File: src/rtl/datainf_sink_pkg.sv
// Shared types and constants for the data_inf terminating sink.
package datainf_sink_pkg;

  typedef enum logic [1:0] {
    RDY_ALWAYS   = 2'd0,
    RDY_NEVER    = 2'd1,
    RDY_PERIODIC = 2'd2,
    RDY_RANDOM   = 2'd3
  } ready_mode_e;

  localparam int unsigned LFSR_W       = 16;
  // Taps 16,14,13,11 of a Fibonacci LFSR that shifts toward the MSB.
  localparam logic [LFSR_W-1:0] LFSR_TAPS    = 16'hB400;
  localparam logic [LFSR_W-1:0] DEFAULT_SEED = 16'hACE1;

endpackage

File: src/rtl/datainf_ready_gen.sv
// Registered ready generator: always, never, periodic duty cycle or LFSR backpressure.
module datainf_ready_gen
  import datainf_sink_pkg::*;
#(
  parameter int unsigned       MODE      = 0,
  parameter int unsigned       PERIOD    = 4,
  parameter int unsigned       ON_CYCLES = 2,
  parameter logic [LFSR_W-1:0] SEED      = DEFAULT_SEED
) (
  input  logic clock,
  input  logic rst_n,
  input  logic enable,
  output logic ready
);

  localparam int unsigned PCNT_W = (PERIOD > 1) ? $clog2(PERIOD) : 1;
  localparam ready_mode_e MODE_E = ready_mode_e'(MODE[1:0]);

  logic [PCNT_W-1:0] pcnt_q, pcnt_d;
  logic [LFSR_W-1:0] lfsr_q, lfsr_d;
  logic              ready_q, ready_d;
  logic              fb;

  // Advance the pattern state while enabled and pick next-cycle ready from the mode.
  // Ready is derived from the post-step generator state so it never looks at valid.
  always_comb begin
    pcnt_d  = pcnt_q;
    lfsr_d  = lfsr_q;
    ready_d = 1'b0;
    fb      = ^(lfsr_q & LFSR_TAPS);
    if (enable) begin
      pcnt_d = (pcnt_q == PCNT_W'(PERIOD - 1)) ? '0 : pcnt_q + PCNT_W'(1);
      lfsr_d = {lfsr_q[LFSR_W-2:0], fb};
    end
    case (MODE_E)
      RDY_ALWAYS:   ready_d = enable;
      RDY_NEVER:    ready_d = 1'b0;
      RDY_PERIODIC: ready_d = enable && (32'(pcnt_d) < ON_CYCLES);
      RDY_RANDOM:   ready_d = enable && lfsr_d[0];
      default:      ready_d = 1'b0;
    endcase
  end

  // Generator state registers with synchronous reset.
  always_ff @(posedge clock) begin
    if (!rst_n) begin
      pcnt_q  <= '0;
      lfsr_q  <= SEED;
      ready_q <= 1'b0;
    end else begin
      pcnt_q  <= pcnt_d;
      lfsr_q  <= lfsr_d;
      ready_q <= ready_d;
    end
  end

  assign ready = ready_q;

endmodule

File: src/rtl/datainf_slaver_sink.sv
// Terminating data_inf sink with selectable backpressure and beat/stall statistics.
module datainf_slaver_sink
  import datainf_sink_pkg::*;
#(
  parameter int unsigned       DSIZE     = 8,
  parameter int unsigned       MODE      = 0,
  parameter int unsigned       PERIOD    = 4,
  parameter int unsigned       ON_CYCLES = 2,
  parameter logic [LFSR_W-1:0] SEED      = DEFAULT_SEED,
  parameter int unsigned       CNT_W     = 32
) (
  input  logic             clock,
  input  logic             rst_n,
  input  logic             slaver_valid,
  input  logic [DSIZE-1:0] slaver_data,
  output logic             slaver_ready,
  input  logic             enable,
  input  logic             clear,
  output logic [CNT_W-1:0] beat_cnt,
  output logic [CNT_W-1:0] stall_cnt,
  output logic [DSIZE-1:0] last_data,
  output logic [DSIZE-1:0] xor_sum
);

  // Reject illegal parameter combinations at elaboration.
  if (PERIOD < 1)         begin : g_bad_period $error("PERIOD must be >= 1"); end
  if (ON_CYCLES > PERIOD) begin : g_bad_on     $error("ON_CYCLES must be <= PERIOD"); end
  if (SEED == '0)         begin : g_bad_seed   $error("SEED must be nonzero"); end
  if (MODE > 3)           begin : g_bad_mode   $error("MODE must be 0..3"); end

  localparam logic [CNT_W-1:0] CNT_MAX = '1;

  logic             ready;
  logic             accept_c;
  logic             stall_c;
  logic [CNT_W-1:0] beat_q, beat_d;
  logic [CNT_W-1:0] stall_q, stall_d;
  logic [DSIZE-1:0] last_q, last_d;
  logic [DSIZE-1:0] xor_q, xor_d;

  datainf_ready_gen #(
    .MODE      (MODE),
    .PERIOD    (PERIOD),
    .ON_CYCLES (ON_CYCLES),
    .SEED      (SEED)
  ) u_ready_gen (
    .clock  (clock),
    .rst_n  (rst_n),
    .enable (enable),
    .ready  (ready)
  );

  assign accept_c = slaver_valid && ready;
  assign stall_c  = slaver_valid && !ready;

  // Statistics update; clear wins over a same-cycle accept or stall.
  always_comb begin
    beat_d  = beat_q;
    stall_d = stall_q;
    last_d  = last_q;
    xor_d   = xor_q;
    if (clear) begin
      beat_d  = '0;
      stall_d = '0;
      last_d  = '0;
      xor_d   = '0;
    end else if (accept_c) begin
      beat_d = (beat_q == CNT_MAX) ? beat_q : beat_q + CNT_W'(1);
      last_d = slaver_data;
      xor_d  = xor_q ^ slaver_data;
    end else if (stall_c) begin
      stall_d = (stall_q == CNT_MAX) ? stall_q : stall_q + CNT_W'(1);
    end
  end

  // Statistics registers with synchronous reset.
  always_ff @(posedge clock) begin
    if (!rst_n) begin
      beat_q  <= '0;
      stall_q <= '0;
      last_q  <= '0;
      xor_q   <= '0;
    end else begin
      beat_q  <= beat_d;
      stall_q <= stall_d;
      last_q  <= last_d;
      xor_q   <= xor_d;
    end
  end

  assign slaver_ready = ready;
  assign beat_cnt     = beat_q;
  assign stall_cnt    = stall_q;
  assign last_data    = last_q;
  assign xor_sum      = xor_q;

endmodule

File: config.mk
export PLATFORM = sky130hd
export DESIGN_NAME = datainf_slaver_sink
export DESIGN_NICKNAME = d
export VERILOG_FILES = /design/src/rtl/datainf_sink_pkg.sv /design/src/rtl/datainf_ready_gen.sv /design/src/rtl/datainf_slaver_sink.sv
export SDC_FILE = /design/constraint.sdc
export NUM_CORES = 1
export LEC_CHECK = 0
export BUFFER_PORTS_ARGS = -buffer_cell sky130_fd_sc_hd__buf_2
export CAP_MARGIN = 5
export CORE_UTILIZATION = 55
export DETAILED_ROUTE_END_ITERATION = 12
export GPL_TIMING_DRIVEN = 0
export PLACE_DENSITY = 0.91
export SLEW_MARGIN = 25
export SYNTH_ARGS = -nofsm -noshare
export SYNTH_HDL_FRONTEND = slang
export SYNTH_SLANG_ARGS = --single-unit
File: constraint.sdc
create_clock -name clock -period 3.82 [get_ports clock]
set_clock_uncertainty 0.2 [all_clocks]
set_input_delay 0.573 -clock clock [delete_from_list [all_inputs] [get_ports clock]]
set_output_delay 0.573 -clock clock [all_outputs]
set_load 0.02 [all_outputs]
Word level (Yosys, flattened, before mapping) --
Index checks and enable logic that the tools add are counted.
Cells by class: add/sub/neg operators 2, equal/unequal tests 2, bitwise gates (word level) 5, reduce and logical (&&, ||, !) cells 6
Operators by type and width (number):
- 32-bit by 1-bit adder with 32-bit output (second input constant) | 2
- 32-bit equality test (second input constant) | 2
- 8-bit XOR | 1
- 1-bit inverter | 4
- 3-bit AND reduction | 1
- 1-bit logical AND | 2
- 2-bit AND reduction | 1
- 2-bit OR reduction | 1
- 1-bit zero test | 1
Word-level totals: register bits after elaboration 81, input port bits 13

Logic depth before layout (Yosys ltp) --
word-level depth 3, mapped depth 8

By module --
A second synthesis with hierarchy kept.
Unflattened totals: cell total of the unflattened synthesis 464, area total of the unflattened synthesis 3819.9 um^2
By module, submodules not included:
- datainf_slaver_sink | times used 1, cells each 462, area each 3793.6 um^2
- datainf_ready_gen | times used 1, cells each 2, area each 26.3 um^2

Least setup slack after synthesis --
OpenSTA, ideal clock, no wires.
kind reg2reg, from register stall_q[0] (netlist: stall_cnt[0]), to register stall_q[0] (netlist: stall_cnt[0]), library setup time 0.128 ns, arrival time 2.272 ns, data required time 3.492 ns, setup slack 1.221 ns, stages on the path, launching flop included 9, path buffers 2, clock period less this slack 2.599 ns, path through dfxtp_1 -> ha_1 -> and3_1 -> clkbuf_1 -> nand4_1 -> o31ai_1 -> buf_2 -> xor2_1 -> nor2_1
Between the ends: word-level cells in the longest chain between the ends 3, elaborated cells between the ends (all ways) 4, those cells by class 1 x add/sub; 1 x eq/ne; 1 x bitwise; 1 x reduce/logical
Ends and longest elaborated chain:
- start, declared | RTL line datainf_slaver_sink.sv:37 | logic [CNT_W-1:0] stall_q, stall_d;
- start signal, assigned | RTL line datainf_slaver_sink.sv:85 | stall_q <= stall_d;
- parallel branches: the longest is 3 deep, another holds 32-bit by 1-bit adder with 32-bit output
Parallel ways; which one is timed is not known. A chain may end at the register's enable or synchronous reset.

Worst setup path after layout --
from register stall_q[0] (netlist: stall_cnt[0]), to register stall_q[8] (netlist: stall_cnt[8])
Same word-level chain as after synthesis.

==> impl_summary.txt <==
----------------------------------------------------
[Floorplanning]
  Floorplan die area ... 7370 um2
  FP Rows ... 30
  Total core area ... 6790 um2
  Floorplan die width ... 85.9 um
  Io pins ... 94
  Chip height ... 85.9 um
  Initial core utilization ... 56.9%

[Timing]
  Transition time at the pin with the least slew margin ... 0.808 ns
  Hold Vio Cnt, Final ... 0
  Worst setup slack after layout ... 0.537 ns
  Number of failing setup endpoints in the final timing report ... 0
  Max Clk Rate ... 305 MHz
  RSZ-0062 raised after global routing ... no
  Final Max Slew Viols ... 0
  Worst max-slew margin expressed relative to the limit ... 45.7%
  Final worst-path cycle share ... 85.9%
  Total Negative Setup Slacks ... 0 ns
  Minimum period implied by the final worst setup slack ... 3.28 ns
  Tightest hold margin ... 0.231 ns

[Synthesis]
  Post-synth ARST share ... 0%
  Post-synthesis instance total ... 465
  Most frequently used flop master after synthesis ... sky130_fd_sc_hd__dfxtp_1
  Number of flops mapped to enable cells by yosys ... 0
  Leading post-synthesis cells by cell area ... sky130_fd_sc_hd__dfxtp_1 42%, sky130_fd_sc_hd__nand2_1 5.4%, sky130_fd_sc_hd__a21oi_1 4.8%
  Synthesized area per cell ... 8.32 um2
  Warnings, synthesis ... 0
  Net count of the mapped netlist ... 480
  Largest area contributor in the netlist ... sky130_fd_sc_hd__dfxtp_1
  Netlist area before placement ... 3870 um2
  Count of state elements after synthesis ... 81
  Part of the Yosys area used for sequential elements ... 41.9%
  Proportion of netlist area held by the largest area contributor ... 41.9%
  Library cells used by synthesis ... 41

[Job]
  Max-cap violation count ... 0

[Outcome]
  Run status ... finished clean

[Placed design]
  Placer Congestion ... 0.911
  I/O Buffers ... 93
  Area post-placement ... 4450 um2
  Placed wire-length estimate after detailed placement ... 7730 um
  Minimum setup slack after placement ... 0.747 ns
  Cell total after placement ... 654

[CTS]
  Clock tree from TritonCTS ... yes
  Clock Pin Slew Worst Setup and Hold Paths ... 0.08 ns
  Resize count post-CTS ... 0
  CTS root buf ... sky130_fd_sc_hd__clkbuf_8
  Number of H-tree levels ... 3
  Clk_lat worst skew ... 0.35 ns
  Number of buffers inserted by post-CTS setup repair ... 0
  Max clock buf depth ... 2
  CTS Buf Count ... 9
  Sinks on the clock net ... 81
  Post-CTS Hold Buffers ... 0

[Worst setup path]
  Logic depth of the worst register-to-register path ... 8
  Slowest stage delay, CP ... 0.81 ns
  Worst setup endpoint ... stall_cnt[8]
  Slowest cell on crit path ... sky130_fd_sc_hd__o31ai_1
  Category of cells accounting for the largest share of critical-path delay ... compound AO/OA/AOI/OAI gates
  Bufs and invs on worst path ... 2
  Worst Setup End Kind ... flop
  Most frequent CP cell ... sky130_fd_sc_hd__o31ai_1
  R2r startpoint ... stall_cnt[0]
  Arrival time of the worst setup path ... 3.34 ns
  Cell-by-cell listing of the critical path ... ha_1 -> and3_1 -> clkbuf_1 -> nand4_1 -> o31ai_1 -> buf_2 -> o31ai_1 -> a21oi_1
  Register-to-Register Setup Slack ... 0.54 ns
  Required time of the worst setup path ... 3.88 ns
  Number of cells on the critical path ... 8
  Maximum fanout encountered on the critical timing path ... 10
  Critical path startpoint ... stall_cnt[0]
  Setup Crit Path Kind ... flop to flop
  Setup crit start kind ... flop
  R2r endpoint ... stall_cnt[8]

[Pwr]
  Worst supply voltage drop on vdd ... 244 uV
  Total design power ... 1.47 mW
  Combinational cell fraction of total power ... 4.2%
  Clk pwr share ... 37.9%
  Internal power ... 1.13 mW
  Switching power ... 344 uW
  Cell area power density ... 318 nW/um2
  Static Leakage ... 1.79 nW
  Sequential power share ... 57.9%
  Switching fraction of total power ... 23.4%

[Finish]
  Area growth from synthesis to layout ... 19.5%
  Number of fillers in the final layout ... 591
  # diodes ... 0
  Share of final-layout standard cells stronger than drive strength 1 ... 20.1%
  Most frequent cells in the layout ... 95 x sky130_fd_sc_hd__buf_2, 81 x sky130_fd_sc_hd__dfxtp_1, 56 x sky130_fd_sc_hd__nand2_1, 37 x sky130_fd_sc_hd__a21oi_1, 34 x sky130_fd_sc_hd__nor2_1
  Utilization after layout ... 68.0%
  Layout Nets ... 584
  Final non-filler cell total ... 668
  Final non-filler cell area ... 4620 um2
  Most common cell after layout, fill and taps aside ... sky130_fd_sc_hd__buf_2

[Min path]
  Kind of path behind the tightest hold check ... input port to flop
  Launch point of the worst hold path ... enable

[Route]
  Vias per cell ... 6.32
  First-pass detailed-route iteration total ... 5
  Count of antenna-violating nets left after detailed routing ... 0
  Remaining design rule violation count ... 0
  WL/cell ... 16.7 um
  Sum of routed wire length over all layers ... 11,100 um
  DR iter-0 viols ... 329
  Vias after detailed routing ... 4,219

[Global routing]
  Number of antenna violations at the first check in global routing ... 0
  Overflow left after global routing ... 0
  Largest net degree at the start of global routing ... 13
  Vias in the first global route ... 3,877
  Overall global routing resource usage ... 30.8%
  Global-route wire length before repair ... 17,900 um

----------------------------------------------------
==> synth_stat cells, types with 9 or more instances <==
| cell | n |
|---|---|
| sky130_fd_sc_hd__xor2_1 | 18 |
| sky130_fd_sc_hd__and3_1 | 9 |
| sky130_fd_sc_hd__nand2_1 | 56 |
| sky130_fd_sc_hd__or4_1 | 23 |
| sky130_fd_sc_hd__or3_1 | 18 |
| sky130_fd_sc_hd__dfxtp_1 | 81 |
| sky130_fd_sc_hd__nand3_1 | 30 |
| sky130_fd_sc_hd__nand4_1 | 18 |
| sky130_fd_sc_hd__o21ai_0 | 22 |
| sky130_fd_sc_hd__o31ai_1 | 13 |
| sky130_fd_sc_hd__clkbuf_1 | 16 |
| sky130_fd_sc_hd__nor2_1 | 34 |
| sky130_fd_sc_hd__o211ai_1 | 15 |
| sky130_fd_sc_hd__a21oi_1 | 37 |
==> layer usage <==
| layer | global-route usage [%] | wire length [um] | vias to the layer above |
|---|---|---|---|
| met2 | 50.0 | 5410 | 237 |
| met3 | 6.54 | 931 | 33 |
| met5 | 0 | 0 | - |
| met4 | 18.6 | 365 | 0 |
| li1 | - | - | 1963 |
| met1 | 37.6 | 4430 | 1986 |
==> registers in the layout (all words and copies together), names as in the netlist <==
name / flops
u_ready_gen.ready: 1
xor_sum: 8
stall_cnt: 32
last_data: 8
beat_cnt: 32
==> logic make-up after synthesis <==
logic type,count (synthesis),share of synthesized area [%]
AO/OA/AOI/OAI,107,18.1
XOR/XNOR,21,4.76
adder cells (fa/ha/maj),2,0.647
buffers and inverters,25,2.49
flip-flops,81,41.9
multiplexers,2,0.518
AND/OR/NAND/NOR,227,31.6
==> power groups by stage <==
stage / combinational, mW / sequential [mW] / clock (mW)
floorplan: 0.0296 / 0.875 / 0
global placement: 0.0581 / 0.871 / 0
detailed placement: 0.0598 / 0.871 / 0
CTS: 0.0604 / 0.851 / 0.562
global route: 0.0670 / 0.852 / 0.597
finish: 0.0613 / 0.851 / 0.558
==> final cells by class <==
cell class	count	area, um2	share of cell area [%]
plain buffers	22	85.1	1.84
well taps	96	120	2.60
clock buffers	11	151	3.28
repair buffers	93	465	10.1
inverters	3	11.3	0.244
flip-flops and latches	81	1620	35.1
multi-input cells	359	2150	46.5
clock inverters	3	17.5	0.379
==> worst register-to-register path, cell delays in order, from the launching register on <==
cell                       delay, ns
sky130_fd_sc_hd__dfxtp_1        0.43
sky130_fd_sc_hd__ha_1           0.22
sky130_fd_sc_hd__and3_1         0.17
sky130_fd_sc_hd__clkbuf_1       0.32
sky130_fd_sc_hd__nand4_1        0.39
sky130_fd_sc_hd__o31ai_1        0.81
sky130_fd_sc_hd__buf_2          0.36
sky130_fd_sc_hd__o31ai_1        0.11
sky130_fd_sc_hd__a21oi_1        0.18
==> how the worst min path moves through the flow <==
stage / end / slack (ns) / depth (start not counted)
5_1_grt: u_ready_gen.ready / 0.24 / 2
6_report: u_ready_gen.ready / 0.23 / 2
4_1_cts: u_ready_gen.ready / 0.23 / 2
2_1_floorplan: last_data[0] / 0.33 / 2
3_3_place_gp: last_data[4] / 0.24 / 2
3_5_place_dp: last_data[2] / 0.25 / 2
No activity file was read; power rests on OpenSTA's default activity.
